===== src/rtl/systolic_mac_core_if.sv =====
// Operand, handshake and result bundle for the 2x2 systolic multiplier.
// The master side issues start/operands; the slave side is the core.
interface systolic_mac_core_if #(
  parameter int DATA_W = 8,
  parameter int ACC_W  = 2*DATA_W+1
);
  logic              start;
  logic [DATA_W-1:0] a11, a12, a21, a22;
  logic [DATA_W-1:0] b11, b12, b21, b22;
  logic              busy;
  logic              done;
  logic              c_valid;
  logic [ACC_W-1:0]  c11, c12, c21, c22;

  modport master (
    output start, a11, a12, a21, a22, b11, b12, b21, b22,
    input  busy, done, c_valid, c11, c12, c21, c22
  );

  modport slave (
    input  start, a11, a12, a21, a22, b11, b12, b21, b22,
    output busy, done, c_valid, c11, c12, c21, c22
  );
endinterface


===== src/rtl/systolic_mac_core.sv =====
// 2x2 output-stationary systolic array computing C = A x B over four RUN steps.
// A rows stream left-to-right and B columns top-to-bottom, skewed by row/column index.
module systolic_mac_pe #(
  parameter int DATA_W = 8,
  parameter int ACC_W  = 2*DATA_W+1
) (
  input  logic              clk,
  input  logic              rst_n,
  input  logic              clr_i,
  input  logic              en_i,
  input  logic [DATA_W-1:0] a_i,
  input  logic [DATA_W-1:0] b_i,
  output logic [ACC_W-1:0]  acc_o
);
  logic [2*DATA_W-1:0] prod;
  logic [ACC_W-1:0]    acc_q, acc_d;

  assign prod = {{DATA_W{1'b0}}, a_i} * {{DATA_W{1'b0}}, b_i};

  always_comb begin
    acc_d = acc_q;
    if (clr_i)     acc_d = '0;
    else if (en_i) acc_d = acc_q + ACC_W'(prod);
  end

  always_ff @(posedge clk or negedge rst_n)
    if (!rst_n) acc_q <= '0;
    else        acc_q <= acc_d;

  assign acc_o = acc_q;
endmodule

module systolic_mac_core #(
  parameter int DATA_W = 8,
  parameter int ACC_W  = 2*DATA_W+1
) (
  input logic clk,
  input logic rst_n,
  systolic_mac_core_if.slave m
);
  localparam int N = 2;
  localparam int S = 4;  // feeder depth covers steps 0..3

  typedef enum logic [1:0] {IDLE, RUN, DONE} state_e;

  state_e state_q, state_d;
  logic [1:0] step_q;
  logic       c_valid_q;
  logic       accept, run;

  logic [N-1:0][N-1:0][DATA_W-1:0] a_op, b_op;
  // a_sr_q[i] feeds row i, b_sr_q[j] feeds column j; slot 0 is the head
  logic [N-1:0][S-1:0][DATA_W-1:0] a_ld, b_ld, a_sr_q, b_sr_q;
  logic [N-1:0][DATA_W-1:0]        a_hop_q, b_hop_q;
  logic [N-1:0][N-1:0][ACC_W-1:0]  acc;

  assign a_op = {m.a22, m.a21, m.a12, m.a11};
  assign b_op = {m.b22, m.b21, m.b12, m.b11};

  assign accept = (state_q == IDLE) && m.start;
  assign run    = (state_q == RUN);

  // Row i holds a(i,k) in slot i+k; column j holds b(k,j) in slot j+k.
  for (genvar i = 0; i < N; i++) begin : g_ld
    for (genvar s = 0; s < S; s++) begin : g_s
      if (s >= i && s <= i+1) begin : g_op
        assign a_ld[i][s] = a_op[i][s-i];
        assign b_ld[i][s] = b_op[s-i][i];
      end else begin : g_zero
        assign a_ld[i][s] = '0;
        assign b_ld[i][s] = '0;
      end
    end
  end

  always_comb begin
    state_d = state_q;
    case (state_q)
      IDLE:    if (m.start) state_d = RUN;
      RUN:     if (step_q == 2'd3) state_d = DONE;
      DONE:    state_d = IDLE;
      default: state_d = IDLE;
    endcase
  end

  always_ff @(posedge clk or negedge rst_n) begin
    if (!rst_n) begin
      state_q   <= IDLE;
      step_q    <= '0;
      a_sr_q    <= '0;
      b_sr_q    <= '0;
      a_hop_q   <= '0;
      b_hop_q   <= '0;
      c_valid_q <= 1'b0;
    end else begin
      state_q <= state_d;
      if (accept) begin
        step_q    <= '0;
        a_sr_q    <= a_ld;
        b_sr_q    <= b_ld;
        a_hop_q   <= '0;
        b_hop_q   <= '0;
        c_valid_q <= 1'b0;
      end else if (run) begin
        step_q <= step_q + 2'd1;
        for (int i = 0; i < N; i++) begin
          a_sr_q[i]  <= {{DATA_W{1'b0}}, a_sr_q[i][S-1:1]};
          b_sr_q[i]  <= {{DATA_W{1'b0}}, b_sr_q[i][S-1:1]};
          a_hop_q[i] <= a_sr_q[i][0];
          b_hop_q[i] <= b_sr_q[i][0];
        end
        if (step_q == 2'd3) c_valid_q <= 1'b1;
      end
    end
  end

  // PE(i,j) sees a(i,t-i-j) and b(t-i-j,j) at step t; it accumulates only for k in {0,1}.
  for (genvar i = 0; i < N; i++) begin : g_row
    for (genvar j = 0; j < N; j++) begin : g_col
      localparam int D = i + j;
      logic [DATA_W-1:0] a_in, b_in;
      logic              en;
      assign a_in = (j == 0) ? a_sr_q[i][0] : a_hop_q[i];
      assign b_in = (i == 0) ? b_sr_q[j][0] : b_hop_q[j];
      assign en   = run && (step_q >= 2'(D)) && (step_q <= 2'(D+1));
      systolic_mac_pe #(.DATA_W(DATA_W), .ACC_W(ACC_W)) u_pe (
        .clk   (clk),
        .rst_n (rst_n),
        .clr_i (accept),
        .en_i  (en),
        .a_i   (a_in),
        .b_i   (b_in),
        .acc_o (acc[i][j])
      );
    end
  end

  // Partial sums stay hidden until the run has completed.
  assign m.busy    = run;
  assign m.done    = (state_q == DONE);
  assign m.c_valid = c_valid_q;
  assign m.c11     = c_valid_q ? acc[0][0] : '0;
  assign m.c12     = c_valid_q ? acc[0][1] : '0;
  assign m.c21     = c_valid_q ? acc[1][0] : '0;
  assign m.c22     = c_valid_q ? acc[1][1] : '0;
endmodule


===== src/flat_wrapper.sv =====
// flat-port wrapper written by rule: the top's interface ports become plain ports
module systolic_mac_core_flat 
#(
  parameter int DATA_W = 8,
  parameter int ACC_W  = 2*DATA_W+1
)
  (clk, rst_n, m_start, m_a11, m_a12, m_a21, m_a22, m_b11, m_b12, m_b21, m_b22, m_busy, m_done, m_c_valid, m_c11, m_c12, m_c21, m_c22);
  systolic_mac_core_if #(.DATA_W(DATA_W), .ACC_W(ACC_W)) m_i ();
  input logic clk;
  input logic rst_n;
  input wire logic [$bits(m_i.start)-1:0] m_start;
  input wire logic [$bits(m_i.a11)-1:0] m_a11;
  input wire logic [$bits(m_i.a12)-1:0] m_a12;
  input wire logic [$bits(m_i.a21)-1:0] m_a21;
  input wire logic [$bits(m_i.a22)-1:0] m_a22;
  input wire logic [$bits(m_i.b11)-1:0] m_b11;
  input wire logic [$bits(m_i.b12)-1:0] m_b12;
  input wire logic [$bits(m_i.b21)-1:0] m_b21;
  input wire logic [$bits(m_i.b22)-1:0] m_b22;
  output wire logic [$bits(m_i.busy)-1:0] m_busy;
  output wire logic [$bits(m_i.done)-1:0] m_done;
  output wire logic [$bits(m_i.c_valid)-1:0] m_c_valid;
  output wire logic [$bits(m_i.c11)-1:0] m_c11;
  output wire logic [$bits(m_i.c12)-1:0] m_c12;
  output wire logic [$bits(m_i.c21)-1:0] m_c21;
  output wire logic [$bits(m_i.c22)-1:0] m_c22;
  assign m_i.start = m_start;
  assign m_i.a11 = m_a11;
  assign m_i.a12 = m_a12;
  assign m_i.a21 = m_a21;
  assign m_i.a22 = m_a22;
  assign m_i.b11 = m_b11;
  assign m_i.b12 = m_b12;
  assign m_i.b21 = m_b21;
  assign m_i.b22 = m_b22;
  assign m_busy = m_i.busy;
  assign m_done = m_i.done;
  assign m_c_valid = m_i.c_valid;
  assign m_c11 = m_i.c11;
  assign m_c12 = m_i.c12;
  assign m_c21 = m_i.c21;
  assign m_c22 = m_i.c22;
  systolic_mac_core #(.DATA_W(DATA_W), .ACC_W(ACC_W)) u_core (.clk(clk), .rst_n(rst_n), .m(m_i));
endmodule

===== config.mk =====
export PLATFORM = sky130hd
export DESIGN_NAME = systolic_mac_core_flat
export DESIGN_NICKNAME = d
export VERILOG_FILES = /design/src/rtl/systolic_mac_core_if.sv /design/src/rtl/systolic_mac_core.sv /design/src/flat_wrapper.sv
export SDC_FILE = /design/constraint.sdc
export NUM_CORES = 1
export LEC_CHECK = 0
export ABC_AREA = 1
export ABC_CLOCK_PERIOD_IN_PS = 9700
export BUFFER_PORTS_ARGS = -buffer_cell sky130_fd_sc_hd__buf_4
export CORE_MARGIN = 5
export CORE_UTILIZATION = 60
export DETAILED_ROUTE_END_ITERATION = 12
export GPL_TIMING_DRIVEN = 0
export PLACE_DENSITY_LB_ADDON = 0.25
export SLEW_MARGIN = 5
export SYNTH_ARGS = -nofsm -noshare
export SYNTH_HDL_FRONTEND = slang
export SYNTH_SLANG_ARGS = --single-unit
export TNS_END_PERCENT = 50

===== constraint.sdc =====
create_clock -name clk -period 9.7 [get_ports clk]
set_input_delay 0 -clock clk [delete_from_list [all_inputs] [get_ports clk]]
set_output_delay 0 -clock clk [all_outputs]
set_load 0.005 [all_outputs]

==> impl_metrics.toml <==
[clock_tree]
cts_hold_buffers = 66
clkLatencyLatePin_ns = 0.47
clockBufferDepth = 2
cts_max_level = 4
cts_resized = 0
cts.sinks = 185
cts_setup_buffers = 0
cts_buffers = 17
cts_tree = "built"
clkTransAtPathRegs_ns = 0.08
root_buffer = "clkbuf_16"

[critical_path]
startpoint = "u_core.g_row[1].g_col[1].b_in[2]"
worstSetupPathType = "reg -> reg"
r2r-start = "u_core.g_row[1].g_col[1].b_in[2]"
reg2reg_setup_slack_ns = 5.38
worst-path-buf-inv = 4
rr_endpoint = "u_core.g_row[1].g_col[1].u_pe.acc_o[12]"
critPathArrivalTime_ns = 4.67
worstRegToRegCells = 19
path_cells = "clkbuf_1, nand2_1, fa_1, fa_1, inv_1, fa_1, inv_1, fa_1, inv_1, ha_1, nand2_1, nor2_1, nand2_1, nand3_1, nand2_1, nand2_1, nand2_1, nand3_1, nand2_1"
crit_top_cell = "nand2_1"
critPathMaxFanout = 9
cp_top_family = "adder cells"
crit_path_end_kind = "flip-flop"
cpMaxStageDelayCell = "fa_1"
cp-start-kind = "flip-flop"
slowest_delay_ns = 0.54
crit_required_ns = 10.05

[run_status]
status = "complete, no violations"

[synth]
synth_cell_types = 34
yosys_warnings = 0
synth_top_cell_area_share_pct = 24.3
synth_nets = 3012
synth_common_cells = "794 x inv_1, 774 x nand2_1, 200 x fa_1, 185 x dfrtp_1, 157 x ha_1"
synth_ff_type = "dfrtp_1"
seq_area_frac_synth_pct = 24.3
synth_area_um2 = 19100
yosysMostFrequentCell = "inv_1"
synth_area_leader_cell = "dfrtp_1"
syn_avg_cell_area_um2 = 7.36
synth_area_leaders = "dfrtp_1 24%, fa_1 21%, inv_1 16%"
synth_edf_count = 0
ys_async_sr_fraction_pct = 100
synth-seq-cells = 185
syn-instance-count = 2588

[timing]
max_freq_ghz = 0.231
fin_setup_tns_ns = 0
setup_viol = 0
hold_slack_ns = 0.133
finalClockSkew_ns = 0.0185
finalMaxSlewViolations = 0
max_slew.worst_pin.slew_ns = 0.903
slew_headroom_pct = 39.8
min_period_ns = 4.32
fin_ws_ns = 5.38
rsz0062_at_grt = "no"
hold_viol_final = 0
fin_crit_sh_pct = 44.6

[power]
peakVddDrop_uv = 252
switching_share_pct = 53.8
p_sw_mw = 3.38
pwr_density_cell_nw_per_um2 = 287
power_leakage_nw = 13.6
power.share.clock_pct = 12.0
p_seq_share_pct = 19.1
combPwrFrac_pct = 68.9
p_int_mw = 2.90

[floorplan]
start_util_pct = 60.6
core_um2 = 31500
die_x_um = 188
ios = 138
dieArea_um2 = 35400
dieHeight_um = 188
std_cell_rows = 65

[cells_and_area]
nets = 3235
syn2layout_area_growth_pct = 15.0
antennaDiodeCount = 0
layout-drive-gt1-share_pct = 7.61

[drt]
via_per_inst = 5.16
wl_mm = 50.4
drt-wirelength-per-cell_um = 15.6
drc = 0
first_pass_iters = 5
num_vias = 16600
ant_nets = 0
drt_iter0_drc = 1218

[global_route]
globalRoute.busiestLayer = "met2"
grt_pass1_wl_mm = 84.2
grt_pass1_vias = 17200
antenna_found_initial = 0
grt_use_met1_pct = 36.9
met2_usage_pct = 51.2
met3_usage_pct = 4.04
overflow = 0
grt_max_degree = 95
grt_usage_pct = 29.5

[placed_design]
dpl.hpwl_mm = 39.7
routabilityCongestion = 0.943
io_buffer_count = 137
place_worst_setup_slack_ns = 5.46

[worst_hold_path]
hp-class = "in -> async"

[flow_run]
cap_violations = 0
[cell type report]
type	count	area (um^2)
clock buffer	18	439
inverter	804	3030
multi-input combinational	1494	10900
clock inverter	14	193
timing repair buffer	204	1720
tap	402	503
fill	2536	9560
sequential	185	4630
buffer	105	465
[power by group through the flow]
| stage | sequential, mW | combinational (mW) | clock, mW |
|---|---|---|---|
| finish | 1.20 | 4.33 | 0.755 |
| global route | 1.23 | 4.94 | 0.795 |
| CTS | 1.19 | 4.30 | 0.759 |
| detailed placement | 1.21 | 4.23 | 0 |
| global placement | 1.20 | 4.08 | 0 |
| floorplan | 1.17 | 3.07 | 0 |
[flip-flops by register name (all words and copies together), names as in the netlist]
| signal | cells |
|---|---|
| u_core.g_row.g_col.a_in | 32 |
| u_core.g_row.g_col.u_pe.acc_o | 68 |
| u_core.m.c_valid | 1 |
| u_core.b_sr_q | 24 |
| u_core.step_q | 2 |
| u_core.g_row.g_col.b_in | 32 |
| u_core.a_sr_q | 24 |
| u_core.state_q | 2 |
[metal layers]
layer | wire length, um | vias to the layer above
li1 | - | 7897
met1 | 20200 | 7988
met2 | 24600 | 627
met3 | 3270 | 129
met4 | 2310 | 0
met5 | 0 | -
[cells in the final DEF (no fill, tap or decap), drive strengths merged]
cell,Yosys,final
a21boi,2,2
a21oi,34,34
a22o,5,5
buf,24,162
clkbuf,81,99
clkinv,0,8
dfrtp,185,185
dlygate4sd3,0,66
fa,200,200
ha,157,157
inv,804,810
nand2,776,776
nand3,65,65
nand3b,4,4
nand4,8,8
nor2,59,59
nor3,1,1
o211ai,5,5
o21ai,113,113
o21bai,4,4
o221ai,27,27
o22ai,23,23
or2,1,1
xnor2,10,10
[worst max path at each step]
stage                                              end  slack, ns  cells after the start
3_5_place_dp   u_core.g_row[0].g_col[1].u_pe.acc_o[16]       5.46                     19
3_3_place_gp   u_core.g_row[1].g_col[1].u_pe.acc_o[16]       5.53                     19
5_1_grt        u_core.g_row[1].g_col[1].u_pe.acc_o[16]       5.09                     19
4_1_cts        u_core.g_row[1].g_col[1].u_pe.acc_o[16]       5.42                     19
6_report       u_core.g_row[1].g_col[1].u_pe.acc_o[12]       5.38                     19
2_1_floorplan  u_core.g_row[1].g_col[1].u_pe.acc_o[16]       5.93                     19
[per-stage QoR]
step                util (%)  cell area (um^2)  power [mW]  std cells
floorplan                  -             19100        4.24       2588
global placement        65.4             20600        5.27       3127
detailed placement      65.5             20600        5.43       3128
CTS                     69.6             21900        6.25       3226
global route            69.6             21900        6.96       3226
finish                  69.6             21900        6.28       3226
[kinds of logic (layout without fill, tap and decap cells)]
| kind of cell | after synthesis | in the layout | synth area share [%] |
|---|---|---|---|
| buffers and inverters | 909 | 1145 | 18.3 |
| DFF | 185 | 185 | 24.3 |
| adders and majority gates | 357 | 357 | 31.3 |
| and+or+nand+nor | 914 | 914 | 19.0 |
| xor gates and xnor gates | 10 | 10 | 0.460 |
| AOI/OAI and AO/OA | 213 | 213 | 6.62 |
(Power assumes the default switching activity.)
